## src/rtl/decode_pkg.sv

```systemverilog
// Shared decode constants: RV32I-subset opcodes, jump encodings, ALU codes
// and the halt-control state encoding used by the decode stage.
package decode_pkg;

    localparam logic [6:0] OP_LOAD  = 7'b0000011;
    localparam logic [6:0] OP_ITYPE = 7'b0010011;
    localparam logic [6:0] OP_STORE = 7'b0100011;
    localparam logic [6:0] OP_BTYPE = 7'b1100011;
    localparam logic [6:0] OP_JAL   = 7'b1101111;
    localparam logic [6:0] OP_JALR  = 7'b1100111;
    localparam logic [6:0] OP_RTYPE = 7'b0110011;
    localparam logic [6:0] OP_HALT  = 7'b1111111;

    localparam logic [3:0] JUMP_NONE = 4'd0;
    localparam logic [3:0] JUMP_JAL  = 4'd2;
    localparam logic [3:0] JUMP_JALR = 4'd3;

    localparam logic [4:0] ALU_SUB = 5'b10000;

    typedef enum logic [1:0] {
        RUN       = 2'd0,
        HALT_PEND = 2'd1,
        HALTED    = 2'd2
    } state_t;

endpackage

```

## src/rtl/decode_comb.sv

```systemverilog
// Purely combinational instruction decoder: control flags, sign-extended
// immediate and which source registers the instruction actually reads.
module decode_comb
    import decode_pkg::*;
#(
    parameter int XLEN = 32
) (
    input  logic [31:0]     instr,
    output logic [XLEN-1:0] imm,
    output logic [4:0]      rs1,
    output logic [4:0]      rs2,
    output logic [4:0]      rd,
    output logic            reg_wrenable,
    output logic            mem_wrenable,
    output logic            mem_to_reg,
    output logic            alu_src,
    output logic            halt,
    output logic [3:0]      jump_type,
    output logic [4:0]      alu_op,
    output logic            uses_rs1,
    output logic            uses_rs2
);

    logic [6:0]  opcode_s;
    logic [2:0]  funct3_s;
    logic [31:0] imm32_s;

    assign opcode_s = instr[6:0];
    assign funct3_s = instr[14:12];
    assign rs1      = instr[19:15];
    assign rs2      = instr[24:20];
    assign rd       = instr[11:7];

    // Opcode-driven flag and immediate selection; unknown opcodes decode as NOP.
    always_comb begin
        imm32_s      = 32'd0;
        reg_wrenable = 1'b0;
        mem_wrenable = 1'b0;
        mem_to_reg   = 1'b0;
        alu_src      = 1'b0;
        halt         = 1'b0;
        jump_type    = JUMP_NONE;
        alu_op       = 5'd0;
        uses_rs1     = 1'b0;
        uses_rs2     = 1'b0;
        case (opcode_s)
            OP_LOAD: begin
                imm32_s      = {{20{instr[31]}}, instr[31:20]};
                alu_src      = 1'b1;
                reg_wrenable = 1'b1;
                mem_to_reg   = 1'b1;
                uses_rs1     = 1'b1;
            end
            OP_ITYPE: begin
                imm32_s      = {{20{instr[31]}}, instr[31:20]};
                alu_src      = 1'b1;
                reg_wrenable = 1'b1;
                alu_op       = {2'b00, funct3_s};
                uses_rs1     = 1'b1;
            end
            OP_STORE: begin
                imm32_s      = {{20{instr[31]}}, instr[31:25], instr[11:7]};
                alu_src      = 1'b1;
                mem_wrenable = 1'b1;
                uses_rs1     = 1'b1;
                uses_rs2     = 1'b1;
            end
            OP_BTYPE: begin
                imm32_s   = {{19{instr[31]}}, instr[31], instr[7], instr[30:25], instr[11:8], 1'b0};
                alu_op    = ALU_SUB;
                jump_type = {1'b1, funct3_s};
                uses_rs1  = 1'b1;
                uses_rs2  = 1'b1;
            end
            OP_JAL: begin
                imm32_s      = {{11{instr[31]}}, instr[31], instr[19:12], instr[20], instr[30:21], 1'b0};
                reg_wrenable = 1'b1;
                jump_type    = JUMP_JAL;
            end
            OP_JALR: begin
                imm32_s      = {{20{instr[31]}}, instr[31:20]};
                alu_src      = 1'b1;
                reg_wrenable = 1'b1;
                jump_type    = JUMP_JALR;
                uses_rs1     = 1'b1;
            end
            OP_RTYPE: begin
                alu_op       = {instr[30], instr[25], funct3_s};
                reg_wrenable = 1'b1;
                uses_rs1     = 1'b1;
                uses_rs2     = 1'b1;
            end
            OP_HALT: begin
                halt = 1'b1;
            end
            default: begin
                imm32_s = 32'd0;
            end
        endcase
    end

    assign imm = XLEN'($signed(imm32_s));

endmodule

```

## src/rtl/decode_stage.sv

```systemverilog
// Registered decode stage: ID/EX pipeline register with valid/ready on both
// sides, load-use interlock, flush and a halt drain/lock state machine.
module decode_stage
    import decode_pkg::*;
#(
    parameter int XLEN         = 32,
    parameter int STALL_CYCLES = 1
) (
    input  logic            clk,
    input  logic            rst,
    input  logic            in_valid,
    output logic            in_ready,
    input  logic [31:0]     instr,
    input  logic            flush,
    output logic            out_valid,
    input  logic            out_ready,
    output logic [XLEN-1:0] imm,
    output logic [4:0]      rs1,
    output logic [4:0]      rs2,
    output logic [4:0]      rd,
    output logic            reg_wrenable,
    output logic            mem_wrenable,
    output logic            mem_to_reg,
    output logic            alu_src,
    output logic            halt,
    output logic [3:0]      jump_type,
    output logic [4:0]      alu_op,
    output logic            halted
);

    logic [XLEN-1:0] dec_imm_s;
    logic [4:0]      dec_rs1_s, dec_rs2_s, dec_rd_s, dec_alu_op_s;
    logic            dec_rw_s, dec_mw_s, dec_m2r_s, dec_asrc_s, dec_halt_s;
    logic            dec_uses_rs1_s, dec_uses_rs2_s;
    logic [3:0]      dec_jt_s;

    logic [2:0]      lu_cnt_r;
    logic [4:0]      lu_rd_r;
    state_t          state_r, state_nxt_s;
    logic            run_s, hazard_s, accept_s, xfer_s;

    decode_comb #(.XLEN(XLEN)) u_decode_comb (
        .instr        (instr),
        .imm          (dec_imm_s),
        .rs1          (dec_rs1_s),
        .rs2          (dec_rs2_s),
        .rd           (dec_rd_s),
        .reg_wrenable (dec_rw_s),
        .mem_wrenable (dec_mw_s),
        .mem_to_reg   (dec_m2r_s),
        .alu_src      (dec_asrc_s),
        .halt         (dec_halt_s),
        .jump_type    (dec_jt_s),
        .alu_op       (dec_alu_op_s),
        .uses_rs1     (dec_uses_rs1_s),
        .uses_rs2     (dec_uses_rs2_s)
    );

    assign accept_s = in_valid && in_ready;
    assign xfer_s   = out_valid && out_ready;
    assign in_ready = run_s && !flush && !hazard_s && (!out_valid || out_ready);

    // Load-use hazard: a recently issued load (lu_cnt) or a load still held here.
    always_comb begin
        hazard_s = 1'b0;
        if ((lu_cnt_r != 3'd0) &&
            ((dec_uses_rs1_s && (dec_rs1_s == lu_rd_r)) ||
             (dec_uses_rs2_s && (dec_rs2_s == lu_rd_r)))) begin
            hazard_s = 1'b1;
        end else if (out_valid && mem_to_reg && (rd != 5'd0) &&
                     ((dec_uses_rs1_s && (dec_rs1_s == rd)) ||
                      (dec_uses_rs2_s && (dec_rs2_s == rd)))) begin
            hazard_s = 1'b1;
        end else begin
            hazard_s = 1'b0;
        end
    end

    // ID/EX register; flush wins, and a same-cycle transfer plus accept overwrites.
    always_ff @(posedge clk or posedge rst) begin
        if (rst) begin
            out_valid    <= 1'b0;
            imm          <= '0;
            rs1          <= 5'd0;
            rs2          <= 5'd0;
            rd           <= 5'd0;
            reg_wrenable <= 1'b0;
            mem_wrenable <= 1'b0;
            mem_to_reg   <= 1'b0;
            alu_src      <= 1'b0;
            halt         <= 1'b0;
            jump_type    <= 4'd0;
            alu_op       <= 5'd0;
        end else if (flush) begin
            out_valid <= 1'b0;
        end else if (accept_s) begin
            out_valid    <= 1'b1;
            imm          <= dec_imm_s;
            rs1          <= dec_rs1_s;
            rs2          <= dec_rs2_s;
            rd           <= dec_rd_s;
            reg_wrenable <= dec_rw_s;
            mem_wrenable <= dec_mw_s;
            mem_to_reg   <= dec_m2r_s;
            alu_src      <= dec_asrc_s;
            halt         <= dec_halt_s;
            jump_type    <= dec_jt_s;
            alu_op       <= dec_alu_op_s;
        end else if (xfer_s) begin
            out_valid <= 1'b0;
        end
    end

    // Load-use tracker, armed when a load with a real destination leaves to execute.
    always_ff @(posedge clk or posedge rst) begin
        if (rst) begin
            lu_cnt_r <= 3'd0;
            lu_rd_r  <= 5'd0;
        end else if (flush) begin
            lu_cnt_r <= 3'd0;
        end else if (xfer_s && mem_to_reg && (rd != 5'd0)) begin
            lu_cnt_r <= 3'(STALL_CYCLES);
            lu_rd_r  <= rd;
        end else if (lu_cnt_r != 3'd0) begin
            lu_cnt_r <= lu_cnt_r - 3'd1;
        end
    end

    // Halt FSM state register; halted mirrors the locked state.
    always_ff @(posedge clk or posedge rst) begin
        if (rst) begin
            state_r <= RUN;
            halted  <= 1'b0;
        end else begin
            state_r <= state_nxt_s;
            halted  <= (state_nxt_s == HALTED);
        end
    end

    // Halt FSM next state; only reset leaves HALTED.
    always_comb begin
        state_nxt_s = state_r;
        case (state_r)
            RUN: begin
                if (accept_s && dec_halt_s) begin
                    state_nxt_s = HALT_PEND;
                end else begin
                    state_nxt_s = RUN;
                end
            end
            HALT_PEND: begin
                if (flush) begin
                    state_nxt_s = RUN;
                end else if (xfer_s && halt) begin
                    state_nxt_s = HALTED;
                end else begin
                    state_nxt_s = HALT_PEND;
                end
            end
            HALTED: begin
                state_nxt_s = HALTED;
            end
            default: begin
                state_nxt_s = RUN;
            end
        endcase
    end

    // Halt FSM outputs.
    always_comb begin
        run_s = 1'b0;
        case (state_r)
            RUN:     run_s = 1'b1;
            default: run_s = 1'b0;
        endcase
    end

endmodule

```

## config.mk

```make
export PLATFORM = sky130hd
export DESIGN_NAME = decode_stage
export DESIGN_NICKNAME = d
export VERILOG_FILES = /design/src/rtl/decode_pkg.sv /design/src/rtl/decode_comb.sv /design/src/rtl/decode_stage.sv
export SDC_FILE = /design/constraint.sdc
export NUM_CORES = 1
export LEC_CHECK = 0
export BUFFER_PORTS_ARGS = -buffer_cell sky130_fd_sc_hd__buf_2
export CORE_MARGIN = 1
export CORE_UTILIZATION = 55
export DETAILED_ROUTE_END_ITERATION = 7
export PLACE_DENSITY = 0.85
export SETUP_SLACK_MARGIN = 0.2
export SKIP_CTS_REPAIR_TIMING = 1
export SYNTH_ARGS = -nofsm -noshare
export SYNTH_HDL_FRONTEND = slang
export SYNTH_SLANG_ARGS = --single-unit
```

## constraint.sdc

```tcl
create_clock -name clk -period 3.35 [get_ports clk]
set_clock_uncertainty 0.15 [all_clocks]
set_input_delay 0.1675 -clock clk [delete_from_list [all_inputs] [get_ports clk]]
set_output_delay 0.1675 -clock clk [all_outputs]
set_load 0.01 [all_outputs]
```

==> impl_metrics.json <==
{
  "clock_latency_ns": 0.34,
  "post-route-period-util": 0.785,
  "via_count": 2572,
  "yosysSeqAreaShare": 0.491,
  "detail-route-antenna-nets": 0,
  "drc_errors": 0,
  "post_drt_wl_per_cell_um": 15.5,
  "fp.dieArea_mm2": 0.00605,
  "rsz0062_at_grt": "false",
  "synth-edff-count": 0,
  "critical_path_class": "reg2reg",
  "fmax_mhz": 380,
  "pre_cts_ws_ns": 0.750,
  "start_util": 0.574,
  "grt_max_degree": 41,
  "placed_cell_area_mm2": 0.00365,
  "arrival_ns": 2.70,
  "globalplace.congestion": 0.842,
  "synth_top_area_cell": "dfrtp_1",
  "slowest_delay_ns": 0.58,
  "die_w_um": 77.8,
  "power_density_mw_per_mm2": 462,
  "cts_max_level": 3,
  "synth_nets": 330,
  "cap_viol_max_count": 0,
  "antenna_cells": 0,
  "finalInstanceArea_mm2": 0.00414,
  "largest_reg_flops": 21,
  "failed_checks": "negative hold slack",
  "cts_root_buf": "clkbuf_8",
  "ys_seq_elements": 62,
  "critPathSlowestCell": "or4_1",
  "async_flop_share": 1.00,
  "yosysUniqueCellTypes": 38,
  "critPathLaunchType": "flop",
  "min_path_type": "in2reg",
  "hold_viol_final": 2,
  "ios": 101,
  "hold_ws_ns": -0.00613,
  "drt_iter0_drc": 166,
  "path_max_fanout": 36,
  "fin_setup_tns_ns": 0,
  "cts_buffers": 9,
  "finalNetCount": 445,
  "ys_dominant_reg_cell": "dfrtp_1",
  "yosysMostFrequentCell": "dfrtp_1",
  "drv_slew": 0,
  "finalSetupViolCount": 0,
  "cts_sinks": 62,
  "avgSynthCellArea_um2": 10.9,
  "cts.clk_slew.worst_paths_ns": 0.07,
  "peakVddDrop_uv": 297,
  "yosysWarningCount": 0,
  "maxSlewHeadroom": 0.402,
  "fill_cells": 371,
  "synth.top_cell.area_share": 0.491,
  "dr.pass1.iters": 4,
  "synth_area_mm2": 0.00316,
  "synthTopCellsByArea": "dfrtp_1 49%, mux2_1 9.3%, mux2i_1 7.0%",
  "fin_ws_ns": 0.720,
  "dp_hpwl_um": 5030,
  "crit_chain": "or4_1 > o21ai_1 > nor2_1 > o21ai_2 > nand4_4 > buf_12 > mux2_1",
  "cts_tree": "done",
  "clock_path_buffers": 2,
  "top_register": "imm",
  "gr-total-overflow": 0,
  "synth_cells": 291,
  "coreArea_mm2": 0.00551,
  "final_cell_count_no_fill": 483,
  "required_ns": 3.42,
  "p_leak_uw": 0.00229,
  "area_delta_synth_final_pct": 30.9,
  "avgViaCountPerCell": 5.33,
  "cp-end-kind": "flop",
  "synth_top_cells_by_count": "62 x dfrtp_1, 27 x inv_1, 26 x mux2_1, 22 x mux2i_1, 19 x nand2_1",
  "std_cell_rows": 27,
  "grt_pass1_vias": 2249,
  "wirelength_um": 7500,
  "place_inst": 443,
  "outcome": "finished, violations left",
  "io_buffers": 100,
  "grt_usage": 0.244,
  "min_period_ns": 2.63,
  "grt_pass1_wl_um": 11100,
  "tightestPinTransition_ns": 0.890,
  "chipHeight_um": 77.8,
  "antenna_found_initial": 0,
  "drive_gt1_frac": 0.316
}
-- critical path: cells and delay by family (launching register included) --
| family | cells | cell delay [ns] |
|---|---|---|
| AND/OR/NAND/NOR | 3 | 1.00 |
| flip-flops | 1 | 0.44 |
| AO/OA/AOI/OAI | 2 | 0.22 |
| buffers and inverters | 1 | 0.33 |
| multiplexers | 1 | 0.34 |
-- cell type report --
| cell class | count | area, um^2 | area share |
|---|---|---|---|
| Multi-Input combinational cell | 180 | 1380 | 0.333 |
| Clock buffer | 13 | 159 | 0.0384 |
| Timing Repair Buffer | 126 | 768 | 0.186 |
| Clock inverter | 3 | 90.1 | 0.0218 |
| Tap cell | 72 | 90.1 | 0.0218 |
| Sequential cell | 62 | 1550 | 0.375 |
| Inverter | 27 | 101 | 0.0245 |
-- metrics by stage --
| stage | total power, uW | utilization |
|---|---|---|
| finish | 1910 | 0.751 |
| global route | 2000 | 0.751 |
| CTS | 1900 | 0.708 |
| detailed placement | 1080 | 0.663 |
| global placement | 1070 | 0.663 |
| floorplan | 990 | - |
-- cell families (layout without fill, tap and decap cells) --
| logic type | Yosys count | count (layout) | synth area share |
|---|---|---|---|
| compound gates | 32 | 32 | 0.0657 |
| xor+xnor | 21 | 21 | 0.0582 |
| fa+ha+maj | 2 | 2 | 0.00792 |
| buf+inv | 49 | 169 | 0.0760 |
| flops | 62 | 62 | 0.491 |
| mux | 56 | 56 | 0.191 |
| simple gates | 69 | 69 | 0.110 |
-- power breakdown --
group	total (uW)	switching (uW)	leakage (uW)	internal [uW]
Sequential	810	23.4	0.000763	787
Clock	822	286	0.000124	536
Combinational	281	155	0.00140	126
-- worst paths after layout --
kind                                    startpoint                        to  slack (ns)  cells after the start
worst min-delay path                     instr[16]        rs1[1]$_DFFE_PP0P_      -0.006                      2
max in group asynchronous                      rst          halted$_DFF_PP0_        1.83                      4
worst min register to register  rs2[0]$_DFFE_PP0P_        rs2[0]$_DFFE_PP0P_        0.34                      1
worst max register to register   rd[1]$_DFFE_PP0P_  mem_wrenable$_DFFE_PP0P_        0.72                      7
min in group asynchronous                      rst        imm[7]$_DFFE_PP0P_        0.40                      3
worst max-delay path             rd[1]$_DFFE_PP0P_  mem_wrenable$_DFFE_PP0P_        0.72                      7
-- placed cells by master, fill, tap and decap left out, types with 8 or more instances in the layout --
cell type	count
mux2_1	26
xor2_1	9
nand3_1	8
dlygate4sd3_1	24
inv_1	26
buf_2	100
a21oi_1	13
mux2i_1	22
dfrtp_1	62
nand2_1	19
clkbuf_8	11
mux2_2	8
nor2_1	17
xnor2_1	12
-- metal layers --
metal  part of all wire  vias to the layer above  track usage
li1                   -                     1219            -
met1               0.42                     1232        0.327
met2               0.50                      109        0.386
met3              0.069                       12       0.0576
met4              0.015                        0       0.0925
met5                  0                        -            0
Power figures use the tool's default switching activity.
